===== src/rtl/cfg_chain_loader_if.sv =====
// Wishbone slave bundle for cfg_chain_loader: strobe/cycle/write-enable, select, address and data.
`default_nettype none

interface cfg_chain_loader_if;
  logic        wbs_stb_i;
  logic        wbs_cyc_i;
  logic        wbs_we_i;
  logic [3:0]  wbs_sel_i;
  logic [31:0] wbs_addr_i;
  logic [31:0] wbs_data_i;
  logic        wbs_ack_o;
  logic [31:0] wbs_data_o;

  modport master (
    output wbs_stb_i, wbs_cyc_i, wbs_we_i, wbs_sel_i, wbs_addr_i, wbs_data_i,
    input  wbs_ack_o, wbs_data_o
  );

  modport slave (
    input  wbs_stb_i, wbs_cyc_i, wbs_we_i, wbs_sel_i, wbs_addr_i, wbs_data_i,
    output wbs_ack_o, wbs_data_o
  );
endinterface

`default_nettype wire


===== src/rtl/cfg_chain_loader.sv =====
// cfg_chain_loader: Wishbone-fed FIFO that serialises 32-bit words onto per-column config chains.
// Optional frame counter at offset 0xC is built when CFG_LOADER_COUNT_EN is defined.
`default_nettype none

module cfg_chain_loader #(
  parameter int          NUM_COLS    = 4,
  parameter int          FIFO_DEPTH  = 4,
  parameter int          FRAME_WORDS = 8,
  parameter logic [31:0] BASE_ADDR   = 32'h3000_0000
) (
  input  wire logic              wb_clk_i,
  input  wire logic              wb_rst_ni,
  cfg_chain_loader_if.slave      wbs,
  output logic                   cen,
  output logic [NUM_COLS-1:0]    shift_out,
  output logic [NUM_COLS-1:0]    set_out
);

  localparam int PW = (FIFO_DEPTH > 1) ? $clog2(FIFO_DEPTH) : 1;
  localparam int LW = $clog2(FIFO_DEPTH) + 1;

  localparam logic [1:0] c_st_idle  = 2'd0;
  localparam logic [1:0] c_st_load  = 2'd1;
  localparam logic [1:0] c_st_shift = 2'd2;
  localparam logic [1:0] c_st_set   = 2'd3;

  localparam logic [1:0] c_off_ctrl   = 2'd0;
  localparam logic [1:0] c_off_status = 2'd1;
  localparam logic [1:0] c_off_data   = 2'd2;

  localparam logic [LW-1:0] c_full_lvl = LW'(FIFO_DEPTH);
  localparam logic [7:0]    c_frame    = 8'(FRAME_WORDS);

  logic [1:0]          r_state, w_next;
  logic                r_en;
  logic [NUM_COLS-1:0] r_mask, r_frame_mask;
  logic [31:0]         r_mem [FIFO_DEPTH];
  logic [PW-1:0]       r_wptr, r_rptr;
  logic [LW-1:0]       r_level;
  logic [31:0]         r_sreg;
  logic [4:0]          r_bit;
  logic [7:0]          r_idx;
  logic                r_ack;
  logic [31:0]         r_rdata;

  logic        w_hit, w_full, w_empty, w_data_wr, w_stall, w_accept;
  logic        w_push, w_pop, w_ctrl_wr, w_abort, w_shift_last;
  logic [1:0]  w_off;
  logic [7:0]  w_idx_inc;
  logic [31:0] w_ctrl_rd, w_status_rd, w_cnt_rd, w_rd_mux, w_ctrl_merge;
  logic        w_unused;

  assign w_hit     = wbs.wbs_stb_i & wbs.wbs_cyc_i & (wbs.wbs_addr_i[31:4] == BASE_ADDR[31:4]);
  assign w_off     = wbs.wbs_addr_i[3:2];
  assign w_full    = (r_level == c_full_lvl);
  assign w_empty   = (r_level == '0);
  assign w_data_wr = w_hit & wbs.wbs_we_i & (w_off == c_off_data);
  // A full FIFO only back-pressures full-word writes; partial writes are dropped and acked at once.
  assign w_stall   = w_data_wr & (wbs.wbs_sel_i == 4'hF) & w_full;
  assign w_accept  = w_hit & ~r_ack & ~w_stall;
  assign w_push    = w_accept & w_data_wr & (wbs.wbs_sel_i == 4'hF);
  assign w_ctrl_wr = w_accept & wbs.wbs_we_i & (w_off == c_off_ctrl);
  assign w_abort   = w_ctrl_wr & wbs.wbs_sel_i[0] & wbs.wbs_data_i[1];
  assign w_pop     = (r_state == c_st_load) & ~w_abort;
  assign w_shift_last = (r_state == c_st_shift) & (r_bit == 5'd31);
  assign w_idx_inc = r_idx + 8'd1;
  assign w_unused  = ^{wbs.wbs_addr_i[1:0], w_ctrl_merge};

  always_comb begin
    w_ctrl_rd = '0;
    w_ctrl_rd[0] = r_en;
    w_ctrl_rd[4 +: NUM_COLS] = r_mask;
    w_status_rd = '0;
    w_status_rd[0]     = (r_state != c_st_idle);
    w_status_rd[1]     = w_full;
    w_status_rd[2]     = w_empty;
    w_status_rd[15:8]  = 8'(r_level);
    w_status_rd[23:16] = r_idx;
    for (int b = 0; b < 4; b++) begin
      w_ctrl_merge[8*b +: 8] = wbs.wbs_sel_i[b] ? wbs.wbs_data_i[8*b +: 8] : w_ctrl_rd[8*b +: 8];
    end
    case (w_off)
      c_off_ctrl:   w_rd_mux = w_ctrl_rd;
      c_off_status: w_rd_mux = w_status_rd;
      c_off_data:   w_rd_mux = 32'd0;
      default:      w_rd_mux = w_cnt_rd;
    endcase
  end

`ifdef CFG_LOADER_COUNT_EN
  logic [15:0] r_frame_cnt;
  always_ff @(posedge wb_clk_i or negedge wb_rst_ni) begin
    if (!wb_rst_ni)                r_frame_cnt <= 16'd0;
    else if (r_state == c_st_set)  r_frame_cnt <= r_frame_cnt + 16'd1;
  end
  assign w_cnt_rd = {16'd0, r_frame_cnt};
`else
  assign w_cnt_rd = 32'd0;
`endif

  always_ff @(posedge wb_clk_i or negedge wb_rst_ni) begin
    if (!wb_rst_ni) begin
      r_ack   <= 1'b0;
      r_rdata <= 32'd0;
      r_en    <= 1'b0;
      r_mask  <= '0;
    end else begin
      r_ack   <= w_accept;
      r_rdata <= (w_accept & ~wbs.wbs_we_i) ? w_rd_mux : 32'd0;
      if (w_ctrl_wr) begin
        r_en   <= w_ctrl_merge[0];
        r_mask <= w_ctrl_merge[4 +: NUM_COLS];
      end
    end
  end

  assign wbs.wbs_ack_o  = r_ack;
  assign wbs.wbs_data_o = r_rdata;

  always_ff @(posedge wb_clk_i) begin
    if (w_push) r_mem[r_wptr] <= wbs.wbs_data_i;
  end

  always_ff @(posedge wb_clk_i or negedge wb_rst_ni) begin
    if (!wb_rst_ni) begin
      r_wptr  <= '0;
      r_rptr  <= '0;
      r_level <= '0;
    end else if (w_abort) begin
      r_wptr  <= '0;
      r_rptr  <= '0;
      r_level <= '0;
    end else begin
      if (w_push) r_wptr <= r_wptr + PW'(1);
      if (w_pop)  r_rptr <= r_rptr + PW'(1);
      r_level <= r_level + LW'(w_push) - LW'(w_pop);
    end
  end

  always_ff @(posedge wb_clk_i or negedge wb_rst_ni) begin
    if (!wb_rst_ni) begin
      r_sreg       <= 32'd0;
      r_bit        <= 5'd0;
      r_idx        <= 8'd0;
      r_frame_mask <= '0;
    end else if (w_abort) begin
      r_bit <= 5'd0;
      r_idx <= 8'd0;
    end else begin
      case (r_state)
        c_st_load: begin
          r_sreg <= r_mem[r_rptr];
          r_bit  <= 5'd0;
          if (r_idx == 8'd0) r_frame_mask <= r_mask;
        end
        c_st_shift: begin
          r_sreg <= r_sreg >> 1;
          r_bit  <= r_bit + 5'd1;
          if (r_bit == 5'd31) r_idx <= w_idx_inc;
        end
        c_st_set: r_idx <= 8'd0;
        default: ;
      endcase
    end
  end

  always_ff @(posedge wb_clk_i or negedge wb_rst_ni) begin
    if (!wb_rst_ni) r_state <= c_st_idle;
    else            r_state <= w_next;
  end

  always_comb begin
    w_next = r_state;
    case (r_state)
      c_st_idle:  if (r_en & ~w_empty) w_next = c_st_load;
      c_st_load:  w_next = c_st_shift;
      c_st_shift: begin
        if (w_shift_last) begin
          if (w_idx_inc == c_frame)    w_next = c_st_set;
          else if (r_en & ~w_empty)    w_next = c_st_load;
          else                         w_next = c_st_idle;
        end
      end
      default:    w_next = c_st_idle;
    endcase
    if (w_abort) w_next = c_st_idle;
  end

  always_comb begin
    cen       = 1'b0;
    shift_out = '0;
    set_out   = '0;
    case (r_state)
      c_st_shift: begin
        cen       = 1'b1;
        shift_out = r_frame_mask & {NUM_COLS{r_sreg[0]}};
      end
      c_st_set: set_out = r_frame_mask;
      default: ;
    endcase
  end

endmodule

`default_nettype wire


===== src/flat_wrapper.sv =====
// flat-port wrapper written by rule: the top's interface ports become plain ports
module cfg_chain_loader_flat 
#(
  parameter int          NUM_COLS    = 4,
  parameter int          FIFO_DEPTH  = 4,
  parameter int          FRAME_WORDS = 8,
  parameter logic [31:0] BASE_ADDR   = 32'h3000_0000
)
  (wb_clk_i, wb_rst_ni, cen, shift_out, set_out, wbs_wbs_stb_i, wbs_wbs_cyc_i, wbs_wbs_we_i, wbs_wbs_sel_i, wbs_wbs_addr_i, wbs_wbs_data_i, wbs_wbs_ack_o, wbs_wbs_data_o);
  cfg_chain_loader_if wbs_i ();
  input  wire logic wb_clk_i;
  input  wire logic wb_rst_ni;
  output logic cen;
  output logic [NUM_COLS-1:0] shift_out;
  output logic [NUM_COLS-1:0] set_out;
  input wire logic [$bits(wbs_i.wbs_stb_i)-1:0] wbs_wbs_stb_i;
  input wire logic [$bits(wbs_i.wbs_cyc_i)-1:0] wbs_wbs_cyc_i;
  input wire logic [$bits(wbs_i.wbs_we_i)-1:0] wbs_wbs_we_i;
  input wire logic [$bits(wbs_i.wbs_sel_i)-1:0] wbs_wbs_sel_i;
  input wire logic [$bits(wbs_i.wbs_addr_i)-1:0] wbs_wbs_addr_i;
  input wire logic [$bits(wbs_i.wbs_data_i)-1:0] wbs_wbs_data_i;
  output wire logic [$bits(wbs_i.wbs_ack_o)-1:0] wbs_wbs_ack_o;
  output wire logic [$bits(wbs_i.wbs_data_o)-1:0] wbs_wbs_data_o;
  assign wbs_i.wbs_stb_i = wbs_wbs_stb_i;
  assign wbs_i.wbs_cyc_i = wbs_wbs_cyc_i;
  assign wbs_i.wbs_we_i = wbs_wbs_we_i;
  assign wbs_i.wbs_sel_i = wbs_wbs_sel_i;
  assign wbs_i.wbs_addr_i = wbs_wbs_addr_i;
  assign wbs_i.wbs_data_i = wbs_wbs_data_i;
  assign wbs_wbs_ack_o = wbs_i.wbs_ack_o;
  assign wbs_wbs_data_o = wbs_i.wbs_data_o;
  cfg_chain_loader #(.NUM_COLS(NUM_COLS), .FIFO_DEPTH(FIFO_DEPTH), .FRAME_WORDS(FRAME_WORDS), .BASE_ADDR(BASE_ADDR)) u_core (.wb_clk_i(wb_clk_i), .wb_rst_ni(wb_rst_ni), .wbs(wbs_i), .cen(cen), .shift_out(shift_out), .set_out(set_out));
endmodule

===== config.mk =====
export PLATFORM = sky130hd
export DESIGN_NAME = cfg_chain_loader_flat
export DESIGN_NICKNAME = d
export VERILOG_FILES = /design/src/rtl/cfg_chain_loader_if.sv /design/src/rtl/cfg_chain_loader.sv /design/src/flat_wrapper.sv
export SDC_FILE = /design/constraint.sdc
export NUM_CORES = 1
export LEC_CHECK = 0
export ABC_CLOCK_PERIOD_IN_PS = 3070
export CAP_MARGIN = 10
export CORE_ASPECT_RATIO = 1.25
export CORE_MARGIN = 2
export CORE_UTILIZATION = 45
export DETAILED_ROUTE_END_ITERATION = 12
export PLACE_DENSITY_LB_ADDON = 0.08
export SYNTH_ARGS = -nofsm -noshare
export SYNTH_HDL_FRONTEND = slang
export SYNTH_SLANG_ARGS = --single-unit

===== constraint.sdc =====
create_clock -name wb_clk_i -period 3.07 [get_ports wb_clk_i]
set_input_delay 0.7675 -clock wb_clk_i [delete_from_list [all_inputs] [get_ports wb_clk_i]]
set_output_delay 0.7675 -clock wb_clk_i [all_outputs]
set_load 0.05 [all_outputs]

Yosys cells after proc, flatten, opt, wreduce, memory -nomap -nowiden
Memories as Yosys holds them, arrays and structs flattened.
Index checks and enable logic that the tools add are counted.
{ "totals": {"reg_bits": 96, "ram_bits": 128, "in_bits": 73, "out_inout_bits": 42, "elab_cells": 95, "mem_count": 1} }
{ "op_classes": {"n_addsub": 6, "eq_ne": 13, "mux": 24, "n_bitwise": 24, "n_reduce_logical": 15} }
{ "memory_table": {"columns": ["name", "words", "width", "read_ports", "rd_clocked_by_memory_dff", "wr", "line", "source"], "rows": [
  ["u_core.r_mem", 4, 32, 1, 0, 1, "cfg_chain_loader.sv:37", "logic [31:0] r_mem [FIFO_DEPTH];"]
]} }
{ "op_table": {"columns": ["cell", "count"], "rows": [
  ["one-hot mux 32 bit (2 select lines)", 1],
  ["one-hot mux 24 bit (2 select lines)", 1],
  ["equality test 28 x 26 -> 1 bit, second input constant", 1],
  ["two-way mux 24 bit", 1],
  ["bitwise AND 1 bit", 18],
  ["two-way mux 2 bit", 8],
  ["two-way mux 8 bit", 2],
  ["one-hot mux 8 bit (2 select lines)", 1],
  ["one-hot mux 5 bit (2 select lines)", 1],
  ["adder 8 x 1 -> 8 bit, second input constant", 1],
  ["equality test 8 x 4 -> 1 bit, second input constant", 1],
  ["logical NOT 8 bit", 1],
  ["two-way mux 4 bit", 2],
  ["AND reduction 2 bit", 4],
  ["nonzero test 2 bit", 4],
  ["equality test 2 bit, second input constant", 3],
  ["inequality test 3 x 1 -> 1 bit, second input constant", 2],
  ["one-hot mux 2 bit (3 select lines)", 1],
  ["nonzero test 3 bit", 2],
  ["adder 5 x 1 -> 5 bit, second input constant", 1],
  ["equality test 5 bit, second input constant", 1],
  ["two-way mux 5 bit", 1],
  ["inverter 1 bit", 5],
  ["adder 2 x 1 -> 2 bit, second input constant", 2],
  ["other kinds (12)", 17]
]} }

Depth between registers and ports, before layout
{ "logic_depth": {"depth_word": 16, "mapped_depth": 14, "ltp_nobuf": 12} }

Worst setup path after synthesis
Ideal clock, no wire load.
{ "synth_path": {"path_kind": "input to register", "startpoint": "in wbs_wbs_addr_i[30]", "endpoint": "reg u_core.r_level[2]", "setup_ns": 0.132, "t_arrival_ns": 3.204, "t_required_ns": 2.938, "path_slack_ns": -0.266, "cell_stages": 13, "n_path_buf": 1, "cell_sequence": "nor4b_2 > nand4b_2 > nor4_2 > clkbuf_1 > nor2b_1 > ha_1 > inv_1 > ha_1 > inv_1 > fa_1 > xor2_1 > xnor2_1 > nor2_1"} }
{ "synth_between": {"elab_chain_cells": 16, "word_cells_on_any_way": 20, "classes_between": "add/sub: 2; eq/ne: 1; mux: 1; bitwise: 16"} }
{ "synth_lines": {"columns": ["item", "line", "source"], "rows": [
  ["from (decl)", "flat_wrapper.sv:20", "input wire logic [$bits(wbs_i.wbs_addr_i)-1:0] wbs_wbs_addr_i;"],
  ["equality test 28 x 26 -> 1 bit (*)", "cfg_chain_loader.sv:53", "assign w_hit = wbs.wbs_stb_i & wbs.wbs_cyc_i & (wbs.wbs_addr_i[31:4] == BASE_ADDR[31:4]);"],
  ["bitwise AND 1 bit (*)", "cfg_chain_loader.sv:53", null],
  ["parallel branches: the longest is 13 deep, another holds adder 3 x 1 -> 3 bit", null, null],
  ["two-way mux 3 bit (*)", "cfg_chain_loader.sv:129", "end else if (w_abort) begin"],
  ["to (signal assigned)", "cfg_chain_loader.sv:136", "r_level <= r_level + LW'(w_push) - LW'(w_pop);"],
  ["to (decl)", "cfg_chain_loader.sv:39", "logic [LW-1:0] r_level;"]
]} }
Every way passes the cells marked *.
A chain may end at the register's enable or synchronous reset.

Worst setup path in the final report
{ "layout_path": {"startpoint": "in wbs_wbs_addr_i[12]", "endpoint": "reg u_core.r_level[2]"} }
Same word-level chain as after synthesis.

==> impl_results.md <==
* NetSw at 1.23 mW
* Nets at 765
* Tcrit/Tclk final at 0.949
* Slew Viols, Final at 0
* Iteration-0 DRC Markers at 244
* DRT antenna net count at 0
* RePlAce Congestion at 0.763
* Clk_lat worst skew at 500 ps
* Final Util at 0.576
* GRT Total Usage at 0.171
* R2r setup slk at 580 ps
* Top FF cell, synth: edfxtp_1
* DR vias/cell at 5.24
* Most common cell after layout, fill and taps aside: edfxtp_1
* Row cnt at 57
* Die boundary height at 162 um
* CTS sink count at 210
* Worst Path Required at 3440 ps
* Worst flop-to-flop path startpoint: u_core.wbs.wbs_ack_o$_DFF_PN0_
* Routed vias at 5007
* Total Power at 5.92 mW
* Share of cells above drive strength 1 at 0.291
* TNS Setup at 0 ps
* Tmin final at 2910 ps
* Worst EP arrival at 3280 ps
* CTS max path bufs at 3
* Synth-to-layout area growth at 25.2%
* Max cap viols at 0
* CTS tree: built
* RSZ-0062 raised after global routing: no
* Initial Util at 0.460
* First-pass GRT wire length at 28200 um
* Netlist cell types at 46
* Yosys reg bits at 210
* Port bufs at 98
* Gate power share at 0.054
* Worst Max-Slew Pin Slew at 529 ps
* Part of the power in registers at 0.541
* Synth Area in Compound Gates at 0.0194
* P per Cell Area at 526 nW/um^2
* Critical path class: in2reg
* CTS clk-pin slew, worst paths at 60 ps
* Critical path origin: wbs_wbs_addr_i[12]
* Syn. warnings at 0
* Most frequent cells in the layout: 128 x edfxtp_1, 92 x clkdlybuf4s50_1, 81 x dfrtp_1
* Max FO, Critical Path at 2
* Worst Hold Class: in2async
* Internal power at 4.70 mW
* Detail Placement HPWL at 11700 um
* Pleak at 4.36 nW
* Clock share of power at 0.405
* Gr ovfl total at 0
* Aggregate routed wire length at 17300 um
* DRC at 0
* Slew margin rel. at 0.647
* FF-to-FF End: u_core.r_level[2]$_DFF_PN0_
* Post-synthesis sequential area ratio at 0.656
* CTS Buf Count at 21
* Initial antenna violation count at 0
* Layout Skew at 12.6 ps
* ANT cells at 0
* Combinational family with the most area after synthesis: multiplexers
* DR WL/cell at 18.1 um
* Vias in the first global route at 5429
* Sw frac at 0.207
* CP Capture Type: flop
* Finished Layout Cells at 956
* Startpoint types: primary input
* H-tree depth at 1
* Outcome: completed
* Synthesized cell area at 8990 um^2
* Syn Inst Count at 546
* Simple-Gate Fraction of Synth Area at 0.0876
* Crit path capture: u_core.r_level[2]$_DFF_PN0_
* Core Region at 19500 um^2
* Cells after DPL at 916
* Die X at 130 um
* XOR/XNOR Fraction of Synth Area at 0.00390
* Full die area at 21100 um^2
* First-pass detailed-route iteration total at 4
* F_max at 0.343 GHz
* Final hold vios at 0
* Adder-cell area share of the yosys netlist at 0.0231
* Post-synthesis async set-or-reset flop share at 0.390
* Syn avg cell area at 16.5 um^2
* CTS root buf: clkbuf_16
* Post-synth EDFFs at 128
* Post-synthesis mux area share at 0.179
* Largest net degree at the start of global routing at 38
* Worst vdd ir at 395 uV
* Ports at 115
* Final setup viols at 0
* Worst-case reg-to-reg path depth at 12
## power by group through the flow
stage               Combinational [mW]  Sequential (mW)  Clock (mW)
floorplan                        0.179             3.24           0
global placement                 0.311             3.26           0
detailed placement               0.323             3.27           0
CTS                              0.324             3.21        2.46
global route                     0.349             3.22        2.58
finish                           0.319             3.21        2.40
## layer usage
| layer | track usage | routed length [um] | up-vias |
|---|---|---|---|
| met5 | 0 | 0 | - |
| li1 | - | - | 2295 |
| met4 | 0.0498 | 405 | 0 |
| met1 | 0.226 | 7380 | 2573 |
| met2 | 0.295 | 8930 | 108 |
| met3 | 0.0250 | 629 | 31 |
## cells in the mapped netlist (7+ instances only)
cell type / instances / area share
buf_4: 15 / 0.013
edfxtp_1: 128 / 0.43
dfrtp_1: 82 / 0.23
nor4b_1: 7 / 0.0068
clkbuf_1: 17 / 0.0071
nor2_1: 18 / 0.0075
nor2b_1: 7 / 0.0049
a21oi_1: 15 / 0.0084
inv_1: 10 / 0.0042
mux4_2: 32 / 0.080
mux2_2: 71 / 0.089
nand2_1: 15 / 0.0063
and2_1: 20 / 0.014
ha_1: 15 / 0.021
o21ai_0: 9 / 0.0050
## worst min-delay path by stage
stage,endpoint,slack (ps),depth (start not counted)
floorplan,u_core.r_sreg[19]$_DFFE_PN0P_,460,1
global placement,u_core.r_sreg[19]$_DFFE_PN0P_,470,1
detailed placement,u_core.r_sreg[19]$_DFFE_PN0P_,480,1
CTS,u_core.r_sreg[27]$_DFFE_PN0P_,250,1
global route,u_core.r_sreg[27]$_DFFE_PN0P_,270,1
finish,u_core.r_sreg[28]$_DFFE_PN0P_,250,1
## repair_timing
action,in CTS,in global routing
gates resized for setup,0,4
hold endpoints to repair,0,0
setup buffers,0,2
setup endpoints to repair,0,1
hold buffers,0,0
## worst max-delay path, stage by stage
cell,delay [ps]
clkdlybuf4s50_1,450
nor4_4,300
nand4_1,220
buf_4,200
or2_2,330
nor2b_4,140
ha_1,140
inv_1,50
fa_2,320
xor2_1,150
xnor2_1,170
nor2_1,50
## final cells by class
type,instances,area (um^2)
timing repair buffer,135,1430
multi-input combinational,298,2900
sequential,210,5900
inverter,10,37.5
fill,1547,8290
clock inverter,9,56.3
tap,265,332
clock buffer,29,597
## cell families (layout without fill, tap and decap cells)
family                     after synthesis  in the layout
DFF                                    210            210
and+or+nand+nor                        122            122
muxes                                  111            111
buffers and inverters                   51            183
AOI/OAI and AO/OA                       31             31
adders and majority gates               16             16
xor gates and xnor gates                 4              4
other                                    1             14
## stage by stage
| step | hold WS, ps | setup WS [ps] | area (um^2) |
|---|---|---|---|
| after floorplan | 459 | -120 | 9070 |
| after global placement | 474 | -420 | 10600 |
| after detailed placement | 481 | -449 | 10600 |
| after CTS | 251 | 59.0 | 11200 |
| after global routing | 271 | 18.8 | 11200 |
| final | 248 | 158 | 11200 |
## state kept, by name, indices dropped and copies added, names as in the netlist
| register | flops |
|---|---|
| u_core.r_bit | 5 |
| u_core.r_en | 1 |
| u_core.r_frame_mask | 4 |
| u_core.r_idx | 8 |
| u_core.r_level | 3 |
| u_core.r_mask | 4 |
| u_core.r_mem | 128 |
| u_core.r_rptr | 2 |
| u_core.r_sreg | 32 |
| u_core.r_state | 2 |
| u_core.r_wptr | 2 |
| u_core.wbs.wbs_ack_o | 1 |
| u_core.wbs.wbs_data_o | 18 |
(Power assumes the default switching activity.)
